$ cat config.mk
export PLATFORM = sky130hd
export DESIGN_NAME = gal_olmc_bank
export DESIGN_NICKNAME = d
export VERILOG_FILES = /design/src/rtl/gal_pkg.sv /design/src/rtl/gal_olmc_cell.sv /design/src/rtl/gal_olmc_bank.sv
export SDC_FILE = /design/constraint.sdc
export NUM_CORES = 1
export LEC_CHECK = 0
export BUFFER_PORTS_ARGS = -buffer_cell sky130_fd_sc_hd__buf_2
export CORE_ASPECT_RATIO = 0.7
export CORE_MARGIN = 5
export CORE_UTILIZATION = 35
export CTS_CLUSTER_DIAMETER = 50
export DETAILED_ROUTE_END_ITERATION = 7
export GPL_ROUTABILITY_DRIVEN = 0
export GPL_TIMING_DRIVEN = 1
export PLACE_DENSITY = 0.68
export SYNTH_ARGS = -nofsm -noshare
export SYNTH_HDL_FRONTEND = slang
export SYNTH_SLANG_ARGS = --single-unit
$ cat constraint.sdc
create_clock -name C -period 2.05 [get_ports C]
set_clock_uncertainty 0.15 [all_clocks]
set_input_delay 0.41 -clock C [delete_from_list [all_inputs] [get_ports C]]
set_output_delay 0.41 -clock C [all_outputs]
set_load 0.02 [all_outputs]
$ cat src/rtl/gal_pkg.sv
`default_nettype none
// +----------------------------------------------------------------------------+
// | gal_pkg : shared types and constants for the GAL OLMC bank                  |
// | Revision: 1.0                                                              |
// +----------------------------------------------------------------------------+
package gal_pkg;

  localparam int GAL_CFG_BITS_PER_CELL = 2;

  typedef enum logic [1:0] {
    IDLE   = 2'd0,
    SHIFT  = 2'd1,
    CHECK  = 2'd2,
    COMMIT = 2'd3
  } cfg_state_e;

  typedef struct packed {
    logic reg_en;
    logic inv;
  } olmc_cfg_t;

endpackage
`default_nettype wire

$ cat src/rtl/gal_olmc_cell.sv
`default_nettype none
// +----------------------------------------------------------------------------+
// | gal_olmc_cell : one output logic macrocell (Q flop, output XOR, feedback)   |
// | Revision: 1.0                                                              |
// +----------------------------------------------------------------------------+
module gal_olmc_cell
  import gal_pkg::*;
(
  input  logic      clk_i,
  input  logic      rst_i,
  input  logic      a_i,
  input  olmc_cfg_t cfg_i,
  output logic      y_o,
  output logic      fb_o
);

  logic q_q;

  // Q captures every cycle so switching to registered mode shows last-cycle A.
  always_ff @(posedge clk_i or posedge rst_i) begin
    if (rst_i) q_q <= 1'b0;
    else       q_q <= a_i;
  end

  assign fb_o = cfg_i.reg_en ? q_q : a_i;
  assign y_o  = fb_o ^ cfg_i.inv;

endmodule
`default_nettype wire

$ cat src/rtl/gal_olmc_bank.sv
`default_nettype none
// +----------------------------------------------------------------------------+
// | gal_olmc_bank : N GAL macrocells with serial, parity-checked mode config.   |
// | Optional readback on CFG_SO when GAL_OLMC_READBACK_EN is defined.          |
// | Revision: 1.0                                                              |
// +----------------------------------------------------------------------------+
module gal_olmc_bank
  import gal_pkg::*;
#(
  parameter int N     = 8,
  parameter int CNT_W = $clog2(2*N+2)
) (
  input  logic         C,
  input  logic         R,
  input  logic [N-1:0] A,
  input  logic [N-1:0] E,
  output logic [N-1:0] Y,
  output logic [N-1:0] OE,
  output logic [N-1:0] FB,
  input  logic         CFG_START,
  input  logic         CFG_VALID,
  input  logic         CFG_BIT,
  output logic         CFG_BUSY,
  output logic         CFG_DONE,
  output logic         CFG_ERR,
  output logic         CFG_SO
);

  localparam logic [CNT_W-1:0] LAST = CNT_W'(GAL_CFG_BITS_PER_CELL * N);

  cfg_state_e             state_q, state_d;
  logic [CNT_W-1:0]       cnt_q, cnt_d;
  logic                   par_q, par_d;
  olmc_cfg_t [N-1:0]      shadow_q, shadow_d;
  olmc_cfg_t [N-1:0]      active_q, active_d;

  logic                   w_restart;
  logic                   w_take;
  logic [CNT_W-1:0]       w_idx;

  always_ff @(posedge C or posedge R) begin
    if (R) begin
      state_q  <= IDLE;
      cnt_q    <= '0;
      par_q    <= 1'b0;
      shadow_q <= '0;
      active_q <= '0;
    end else begin
      state_q  <= state_d;
      cnt_q    <= cnt_d;
      par_q    <= par_d;
      shadow_q <= shadow_d;
      active_q <= active_d;
    end
  end

  always_comb begin
    // A restart takes a same-cycle valid bit as bit 0 of the new frame.
    w_restart = CFG_START && ((state_q == SHIFT) || (state_q == CHECK));
    w_idx     = w_restart ? '0 : cnt_q;
    w_take    = CFG_VALID && (w_restart || (state_q == SHIFT));
    state_d   = state_q;
    cnt_d     = cnt_q;
    par_d     = par_q;
    shadow_d  = shadow_q;
    active_d  = active_q;
    if (w_take) begin
      for (int i = 0; i < N; i++) begin
        if (w_idx == CNT_W'(GAL_CFG_BITS_PER_CELL * i))     shadow_d[i].reg_en = CFG_BIT;
        if (w_idx == CNT_W'(GAL_CFG_BITS_PER_CELL * i + 1)) shadow_d[i].inv    = CFG_BIT;
      end
    end
    case (state_q)
      IDLE: begin
        if (CFG_START) begin
          state_d = SHIFT;
          cnt_d   = '0;
          par_d   = 1'b0;
        end
      end
      SHIFT, CHECK: begin
        if (w_restart || w_take) begin
          cnt_d = w_idx + CNT_W'(w_take);
          par_d = (w_restart ? 1'b0 : par_q) ^ (w_take & CFG_BIT);
        end
        if (w_restart)                        state_d = SHIFT;
        else if (state_q == SHIFT) begin
          if (w_take && (cnt_q == LAST))      state_d = CHECK;
        end else                              state_d = par_q ? COMMIT : IDLE;
      end
      COMMIT: begin
        active_d = shadow_q;
        cnt_d    = '0;
        par_d    = 1'b0;
        state_d  = CFG_START ? SHIFT : IDLE;
      end
      default: state_d = IDLE;
    endcase
  end

  always_comb begin
    CFG_BUSY = (state_q != IDLE);
    CFG_DONE = (state_q == COMMIT);
    CFG_ERR  = (state_q == CHECK) && !par_q && !CFG_START;
  end

`ifdef GAL_OLMC_READBACK_EN
  logic [CNT_W-1:0] rb_ptr_q;
  logic             w_rb_bit;
  logic             w_rb_shift;

  assign w_rb_shift = (state_q == IDLE) && CFG_VALID;

  always_ff @(posedge C or posedge R) begin
    if (R)                 rb_ptr_q <= '0;
    else if (CFG_START)    rb_ptr_q <= '0;
    else if (w_rb_shift)   rb_ptr_q <= (rb_ptr_q == LAST) ? '0 : rb_ptr_q + 1'b1;
  end

  // Final slot carries generated parity so the stream has odd weight.
  always_comb begin
    w_rb_bit = ~(^active_q);
    for (int i = 0; i < N; i++) begin
      if (rb_ptr_q == CNT_W'(GAL_CFG_BITS_PER_CELL * i))     w_rb_bit = active_q[i].reg_en;
      if (rb_ptr_q == CNT_W'(GAL_CFG_BITS_PER_CELL * i + 1)) w_rb_bit = active_q[i].inv;
    end
  end

  assign CFG_SO = w_rb_shift & w_rb_bit;
`else
  assign CFG_SO = 1'b0;
`endif

  assign OE = E;

  for (genvar g = 0; g < N; g++) begin : g_cell
    gal_olmc_cell u_cell (
      .clk_i (C),
      .rst_i (R),
      .a_i   (A[g]),
      .cfg_i (active_q[g]),
      .y_o   (Y[g]),
      .fb_o  (FB[g])
    );
  end

endmodule
`default_nettype wire

==> flow_summary.json, run 1 <==
{
  "status": "finished with violations",
  "violations": "negative setup slack",
  "rr_worst_depth": 8,
  "ys_warn_count": 0,
  "ys_seq_elements": 48,
  "first_global_vias": 1573,
  "tns_ps": -7.15,
  "core_um2": 6880,
  "drive_gt1_share_pct": 48.0,
  "drt_wl_total_um": 4760,
  "synthXorXnorAreaFrac_pct": 2.78,
  "avgSynthCellArea_um2": 11.5,
  "synth_area_um2": 2520,
  "area_delta_synth_final_pct": 13.5,
  "drt_iter0_markers": 69,
  "die_w_um": 112,
  "grt_max_degree": 49,
  "yosys.area_share.simple_pct": 10.4,
  "crit_end": "cnt_q[3]",
  "arrival_ps": 2160,
  "async_flop_share_pct": 100,
  "crit_fanout": 6,
  "finalHoldViolations": 0,
  "synth_top_area_share_pct": 47.6,
  "powerDensity_nw_per_um2": 978,
  "fin_ws_ps": -7.15,
  "cp.required_ps": 2150,
  "postCtsSetupBuffers": 0,
  "fill_cells": 668,
  "dr_wl_met2_um": 1810,
  "end_kind": "flip-flop",
  "dr.pass1.iters": 4,
  "synthMuxAreaShare_pct": 19.2,
  "wl_per_cell_um": 14.1,
  "antenna_cells": 0,
  "die_area_um2": 9040,
  "grt_first_pass_wirelength_um": 7820,
  "htree_levels": 2,
  "maxSlewViolCount": 0,
  "cp-start-kind": "flip-flop",
  "cts_buffer_depth": 2,
  "r2r_slack_ps": -7,
  "ys_seq_area_share_pct": 47.6,
  "drc_errors": 0,
  "numCtsBuffers": 5,
  "wl_met3_um": 357,
  "synthCells": 219,
  "antenna_found_initial": 0,
  "max_freq_mhz": 486,
  "setup_viol": 1,
  "rr_endpoint": "cnt_q[3]",
  "antenna_left": 0,
  "cts.reportedPaths.clkPinSlew_ps": 90,
  "fp.dieH_um": 81.1,
  "worstReg2RegStart": "state_q[1]",
  "power.total_uw": 2800,
  "crit_path_start": "state_q[1]",
  "vdd_ir_drop_max_mv": 0.488,
  "met1Wirelength_um": 2510,
  "nNetsFinal": 271,
  "min_period_ps": 2060,
  "grt_setup_unrepaired": "true",
  "synth-edff-count": 0,
  "maxCapViolations": 0,
  "num_vias": 1599,
  "initial_core_util_pct": 36.7,
  "worstSetupPathType": "flip-flop to flip-flop",
  "synthTopCellsByArea": "dfrtp_1, mux2_2, buf_4, ha_1, xor2_1",
  "clk_latency_ps": 310,
  "synth_adder_area_share_pct": 3.47,
  "io_buffers": 31,
  "cts_tree": "built",
  "synth_compound_area_share_pct": 6.24,
  "rows": 25,
  "leakage_uw": 0.00139,
  "numClockSinks": 48,
  "synthDistinctLibCells": 37,
  "synth_nets": 247,
  "grt_overflow_total": 0,
  "boundaryPins": 49,
  "routed_via_density": 4.73,
  "cts_root_buf": "clkbuf_8",
  "synth_top_family_by_area": "multiplexers",
  "place_hpwl_um": 3450,
  "top_layer": "met4",
  "hold_path.class": "input pin to flip-flop",
  "yosys.area.top_type": "dfrtp_1",
  "ys.flop_type": "dfrtp_1",
  "grt_usage_pct": 11.3,
  "final.period_utilization_pct": 100
}
## routing by layer
layer  GRT usage (%)  up-vias
met3            3.87        7
met5               0        -
met1            16.8      769
met2            14.3       44
li1                -      779
met4            5.10        0
## area by class of cell
class | count | area [um2] | area share (%)
timing repair buffer | 50 | 313 | 10.9
clock buffer | 6 | 82.6 | 2.88
sequential | 48 | 1200 | 41.9
inverter | 8 | 30.0 | 1.05
tap | 94 | 118 | 4.10
multi-input combinational | 130 | 1110 | 38.7
clock inverter | 2 | 13.8 | 0.480
## Yosys cell counts (5+ instances only)
| library cell | number |
|---|---|
| buf_4 | 27 |
| dfrtp_1 | 48 |
| ha_1 | 7 |
| inv_1 | 8 |
| mux2_2 | 40 |
| nand2_1 | 9 |
| nor2_1 | 15 |
| nor3_1 | 5 |
| o21ai_0 | 5 |
| xor2_1 | 8 |
## worst min-delay path by stage
stage,depth (start not counted),startpoint,endpoint
after floorplan,0,A[0],g_cell[0].u_cell.q_q
final,1,A[7],g_cell[7].u_cell.q_q
after CTS,1,A[7],g_cell[7].u_cell.q_q
after global placement,3,R,g_cell[1].u_cell.q_q
after detailed placement,3,R,g_cell[2].u_cell.q_q
after global routing,1,A[0],g_cell[0].u_cell.q_q
## power by group
group	switching (uW)	internal, uW
logic	559	507
clock network	331	276
registers	75.6	1050
total	966	1840
## flip-flops by register name, indices dropped and copies added (netlist names)
| register | cells |
|---|---|
| par_q | 1 |
| g_cell.u_cell.q_q | 8 |
| shadow_q | 16 |
| cnt_q | 5 |
| state_q | 2 |
| active_q | 16 |
## cells in the final DEF (no fill, tap or decap), types with 3 or more instances in the layout
master,n
nor2_1,15
inv_2,3
nand3b_1,3
mux2_2,40
buf_2,31
nand4_1,3
xor2_1,8
nor3_1,5
a21boi_2,3
dfrtp_1,48
o21ai_0,5
inv_1,5
buf_4,17
a21oi_1,4
clkbuf_8,6
ha_1,4
nand2_1,8
## stage by stage
step                hold WS, ps  setup WS, ps  cell area, um2  cells  util [%]
floorplan                   291          12.4            2540    219         -
global placement            316          32.2            2730    329      39.7
detailed placement          319         -9.68            2730    329      39.7
CTS                        47.0          11.5            2840    338      41.3
global route               44.9         -93.4            2870    338      41.7
finish                     59.7         -7.15            2870    338      41.7
## logic make-up (layout without fill, tap and decap cells)
logic type	Yosys count	count (layout)
muxes	43	43
DFF	48	48
AOI/OAI and AO/OA	21	21
xor gates and xnor gates	8	8
and+or+nand+nor	50	50
buffers and inverters	41	66
adders and majority gates	7	7
other	1	1
## critical path: stages, from the launching register on
cell and delay [ps]:
dfrtp_1 360, inv_2 60, ha_4 310, nand2_2 80, a21boi_2 170, ha_2 220
nand3_2 90, or4_4 490, nand3_2 80
## what timing repair did
| action | CTS | global route |
|---|---|---|
| pin swaps | 2 | 2 |
| resized for setup | 4 | 6 |
| endpoints found under the hold margin | 48 | 0 |
| hold buffers | 1 | 0 |
| gates cloned | 0 | 0 |
| setup endpoints to repair | 2 | 12 |
Note: power is estimated with default switching activity, not from simulation.
==> run 2, diff against run 1 <==
--- a/config.mk
+++ b/config.mk
@@ -13,7 +13,7 @@
 export DETAILED_ROUTE_END_ITERATION = 7
 export GPL_ROUTABILITY_DRIVEN = 0
 export GPL_TIMING_DRIVEN = 1
-export PLACE_DENSITY = 0.68
+export PLACE_DENSITY = 0.58
 export SYNTH_ARGS = -nofsm -noshare
 export SYNTH_HDL_FRONTEND = slang
 export SYNTH_SLANG_ARGS = --single-unit
==> run 2 against run 1 <==
  * The flow still finishes with violations (negative setup slack)
  * Register-to-register slack about the same
  * Combinational power about the same
  * Sequential share of layout area decreased by 1.1 points
  * Wire length increased by 0.25%
  * Worst hold slack improved by 14 ps
  * Worst setup slack improved by 1.6 ps
  * Cell count increased by 0.30%
  * Fmax about the same
  * Non-clock buffer count increased by 2
  * Count of clock-buffer cells in the layout decreased by 1
  * Core utilization increased by 1.1 points
  * Critical endpoint unchanged
==> flow_summary.json, run 2 (synthesis results as in run 1) <==
{
  "cts_buffer_depth": 2,
  "antenna_left": 0,
  "core_um2": 6880,
  "crit_path_start": "state_q[1]",
  "die_w_um": 112,
  "drive_gt1_share_pct": 50.6,
  "tns_ps": -5.55,
  "place_hpwl_um": 3530,
  "dr.pass1.iters": 4,
  "fin_hold_ws_ps": 74.2,
  "numClockSinks": 48,
  "boundaryPins": 49,
  "grt_overflow_total": 0,
  "grt_max_degree": 26,
  "crit_fanout": 5,
  "violations": "negative setup slack",
  "io_buffers": 31,
  "antenna_found_initial": 0,
  "first_global_vias": 1616,
  "wl_per_cell_um": 14.1,
  "largest_registers": "active_q: 16 flops, shadow_q: 16 flops, g_cell.u_cell.q_q: 8 flops",
  "powerDensity_nw_per_um2": 1030,
  "clk_latency_ps": 300,
  "cp.required_ps": 2140,
  "grt_usage_pct": 11.2,
  "cts_tree": "built",
  "final.period_utilization_pct": 100,
  "cp_slowest_stage_delay_ps": 470,
  "maxCapViolations": 0,
  "finalHoldViolations": 0,
  "mostFrequentLayoutCells": "dfrtp_1, mux2_2, buf_2",
  "min_period_ps": 2060,
  "layout_commonest_cell": "dfrtp_1",
  "grt_setup_unrepaired": "true",
  "antenna_cells": 0,
  "setup_viol": 1,
  "cp_slowest_cell": "or4_1",
  "cts_root_buf": "clkbuf_8",
  "end_kind": "flip-flop",
  "die_area_um2": 9040,
  "routed_via_density": 4.75,
  "max_freq_mhz": 486,
  "numCtsBuffers": 5,
  "worstSetupPathType": "flip-flop to flip-flop",
  "num_vias": 1609,
  "fp.dieH_um": 81.1,
  "leakage_uw": 0.00141,
  "htree_levels": 2,
  "fin_ws_ps": -5.55,
  "initial_core_util_pct": 36.7,
  "rows": 25,
  "nNetsFinal": 273,
  "area_delta_synth_final_pct": 16.5,
  "worstPathCellList": "inv_2 > ha_4 > nand2_4 > a21boi_2 > ha_2 > nand3_2 > or4_1 > nand3_1",
  "status": "finished with violations",
  "cp-start-kind": "flip-flop",
  "grt_first_pass_wirelength_um": 8150,
  "worstHoldStart": "A[3]",
  "worstReg2RegStart": "state_q[1]",
  "drt_wl_total_um": 4770,
  "arrival_ps": 2150,
  "vdd_ir_drop_max_mv": 0.446,
  "cts.reportedPaths.clkPinSlew_ps": 90,
  "maxSlewViolCount": 0,
  "drt_iter0_markers": 83,
  "drc_errors": 0,
  "hold_path.class": "input pin to flip-flop"
}
run 2: cell count changes in the layout (fill, tap and decap cells not counted), moves of 2 or more:
| cell | change |
|---|---|
| buf_4 | +4 |
| nor3_1 | -3 |
| nor3_2 | +3 |
| bufinv_16 | +2 |
run 2: worst paths after layout:
kind                       slack [ps]  depth (start not counted)                   end
setup / recovery                   -6                          8              cnt_q[3]
hold / removal                     70                          1  g_cell[3].u_cell.q_q
setup reg to reg                   -6                          8              cnt_q[3]
hold reg to reg                   360                          1          active_q[14]
max in group asynchronous         930                          4           shadow_q[9]
min in group asynchronous         570                          4           shadow_q[5]
run 2: repair_timing:
item / in CTS / in global routing
resized for setup: 2 / 17
endpoints found under the setup margin: 4 / 16
endpoints found under the hold margin: 2 / 0
setup buffers: 2 / 2
pin swaps: 2 / 2
hold buffers: 1 / 0
run 2: through the flow:
stage | cells | total power, uW | area (um2) | setup slack (ps) | utilization (%)
after CTS | 337 | 2970 | 2860 | 8.78 | 41.5
after floorplan | 219 | 1930 | 2540 | 12.4 | -
after global placement | 327 | 2150 | 2700 | 14.0 | 39.3
after global routing | 339 | 3210 | 2940 | -94.3 | 42.7
final | 339 | 3020 | 2940 | -5.55 | 42.7
after detailed placement | 327 | 2150 | 2700 | -21.7 | 39.3
run 2: area by class of cell:
| type | instances | area (um2) |
|---|---|---|
| Tap cell | 94 | 118 |
| Timing Repair Buffer | 52 | 318 |
| Fill cell | 665 | 3940 |
| Clock inverter | 2 | 60.1 |
| Inverter | 8 | 30.0 |
| Multi-Input combinational cell | 130 | 1140 |
| Clock buffer | 5 | 68.8 |
| Sequential cell | 48 | 1200 |
run 2: metal layers:
metal | global-route usage, % | vias up | wire, um
met1 | 16.7 | 786 | 2530
li1 | - | 782 | -
met3 | 3.35 | 6 | 270
met5 | 0 | - | 0
met2 | 15.9 | 35 | 1940
met4 | 2.19 | 0 | 35
run 2: power by group:
group | internal, uW | total (uW) | switching [uW]
clock | 480 | 788 | 308
sequential | 1050 | 1130 | 78.3
combinational | 520 | 1100 | 581
total | 2050 | 3020 | 968
run 2: critical path: cells and delay by family, from the launching register on:
kind | cells | cell delay (ps)
AOI/OAI and AO/OA | 1 | 170
DFF | 1 | 370
and+or+nand+nor | 4 | 700
buffers and inverters | 1 | 60
adders and majority gates | 2 | 550
==> run 3, diff against run 2 <==
--- a/config.mk
+++ b/config.mk
@@ -14,6 +14,7 @@
 export GPL_ROUTABILITY_DRIVEN = 0
 export GPL_TIMING_DRIVEN = 1
 export PLACE_DENSITY = 0.58
+export RECOVER_POWER = 50
 export SYNTH_ARGS = -nofsm -noshare
 export SYNTH_HDL_FRONTEND = slang
 export SYNTH_SLANG_ARGS = --single-unit
==> run 3 against run 2 <==
  * Largest cell class unchanged
  * The flow still finishes with violations (negative setup slack)
  * Critical path depth did not move
  * Wire length fell by 0.38%
  * Count of clock-buffer cells in the layout did not move
  * Clock power barely moved
  * Worst setup slack improved by 1.5 ps
  * Combinational power barely moved
  * Non-clock buffer count did not move
==> flow_summary.json, run 3 (synthesis results as in run 1) <==
{
  "status": "finished with violations",
  "violations": "negative setup slack",
  "worstHoldStart": "A[3]",
  "cp_slowest_stage_delay_ps": 470,
  "antenna_left": 0,
  "antenna_cells": 0,
  "nNetsFinal": 273,
  "cts_buffer_depth": 2,
  "place_hpwl_um": 3530,
  "grt_overflow_total": 0,
  "holdPathEnd": "g_cell[3].u_cell.q_q",
  "crit_path_start": "state_q[1]",
  "grt_usage_pct": 11.2,
  "drive_gt1_share_pct": 49.4,
  "cp.required_ps": 2140,
  "comb_power_share_pct": 36.5,
  "place_area_um2": 2700,
  "r2r_slack_ps": -4,
  "finalHoldViolations": 0,
  "cts_tree": "built",
  "maxCapViolations": 0,
  "initial_core_util_pct": 36.7,
  "fp.dieH_um": 81.1,
  "tightest_slew_ps": 613,
  "arrival_ps": 2150,
  "core_um2": 6880,
  "drc_errors": 0,
  "io_buffers": 31,
  "rows": 25,
  "die_area_um2": 9040,
  "p_int_uw": 2050,
  "slew_headroom_pct": 59.1,
  "first_global_vias": 1616,
  "worstReg2RegStart": "state_q[1]",
  "cts_root_buf": "clkbuf_8",
  "crit_buf_inv": 1,
  "die_w_um": 112,
  "place_ws_ps": -21.7,
  "numCtsBuffers": 5,
  "wl_per_cell_um": 14.0,
  "fill_cells": 669,
  "largest_registers": "active_q: 16 flops, shadow_q: 16 flops, g_cell.u_cell.q_q: 8 flops",
  "area_delta_synth_final_pct": 16.2,
  "routed_via_density": 4.77,
  "antenna_found_initial": 0,
  "worstPathCellList": "inv_2 > ha_4 > nand2_4 > a21boi_2 > ha_2 > nand3_2 > or4_1 > nand3_1",
  "num_vias": 1618,
  "cp_num_cells": 8,
  "final.period_utilization_pct": 100,
  "rr_worst_depth": 8,
  "vdd_ir_drop_max_mv": 0.440,
  "drt_wl_total_um": 4750,
  "max_freq_mhz": 487,
  "power.switching_fraction_pct": 32.1,
  "dr.pass1.iters": 4,
  "leakage_uw": 0.00141,
  "clk_latency_ps": 300,
  "grt_setup_unrepaired": "true",
  "hold_path.class": "input pin to flip-flop",
  "p_switching_uw": 970,
  "fin_ws_ps": -4.09,
  "end_kind": "flip-flop",
  "cp-start-kind": "flip-flop",
  "grt_first_pass_wirelength_um": 8150,
  "seq_power_share_pct": 37.5,
  "grt_max_degree": 26,
  "tns_ps": -4.09,
  "setup_viol": 1,
  "worstSetupPathType": "flip-flop to flip-flop",
  "min_period_ps": 2050,
  "pwr-share-clk_pct": 26.1,
  "htree_levels": 2,
  "crit_fanout": 5,
  "rr_endpoint": "cnt_q[3]",
  "layout_commonest_cell": "dfrtp_1",
  "fin_hold_ws_ps": 73.4,
  "cp_slowest_cell": "or4_1",
  "numClockSinks": 48,
  "path_delay_family": "simple AND/OR/NAND/NOR gates",
  "cts.reportedPaths.clkPinSlew_ps": 90,
  "boundaryPins": 49,
  "mostFrequentLayoutCells": "dfrtp_1, mux2_2, buf_2",
  "maxSlewViolCount": 0,
  "fin_area_um2": 2930,
  "holdPathStages": 1,
  "drt_iter0_markers": 72,
  "powerDensity_nw_per_um2": 1030
}
## run 3: cell types whose count changed in the layout (fill, tap and decap cells not counted)
cell / previous run / this run
buf_2: 30 / 28
buf_4: 21 / 19
clkbuf_1: 0 / 2
clkbuf_2: 0 / 2
inv_1: 4 / 5
inv_2: 4 / 3
## run 3: per-stage QoR
stage	util (%)	power, uW	instances
global route	42.6	3210	339
CTS	41.5	2970	337
finish	42.6	3020	339
floorplan	-	1930	219
global placement	39.3	2150	327
detailed placement	39.3	2150	327
## run 3: layout make-up
class | count | area (um2) | share of cell area, %
inverters | 8 | 30.0 | 1.02
clock buffers | 5 | 68.8 | 2.35
well taps | 94 | 118 | 4.01
flip-flops and latches | 48 | 1200 | 41.0
repair buffers | 52 | 310 | 10.6
clock inverters | 2 | 60.1 | 2.05
multi-input cells | 130 | 1140 | 39.0
## run 3: power groups by stage
stage | logic [uW] | clock network (uW) | registers (uW)
5_1_grt | 1220 | 845 | 1150
3_5_place_dp | 1010 | 0 | 1140
6_report | 1100 | 788 | 1130
2_1_floorplan | 800 | 0 | 1130
4_1_cts | 1030 | 810 | 1120
3_3_place_gp | 1000 | 0 | 1140
## run 3: how the worst max path moves through the flow
stage                          end
final                     cnt_q[3]
after global routing      cnt_q[3]
after CTS                 cnt_q[3]
after detailed placement  cnt_q[3]
after global placement    cnt_q[3]
after floorplan           cnt_q[3]
## run 3: worst register-to-register path, cell delays in order, from the launching register on
cell      delay, ps
dfrtp_1         370
inv_2            60
ha_4            310
nand2_4          60
a21boi_2        170
ha_2            240
nand3_2          80
or4_1           470
nand3_1          90
## run 3: per-layer routing
metal	wire length, um	vias to the layer above	GRT usage [%]
li1	-	780	-
met2	1930	36	15.9
met1	2510	796	16.7
met3	272	6	3.35
met5	0	-	0
met4	36	0	2.19
## run 3: repair_timing
action                                  4_1_cts  5_1_grt
endpoints found under the hold margin         2        0
setup buffers                                 2        2
hold buffers                                  1        0
pin swaps                                     2        2
gates resized for setup                       2       17
endpoints found under the setup margin        4       16
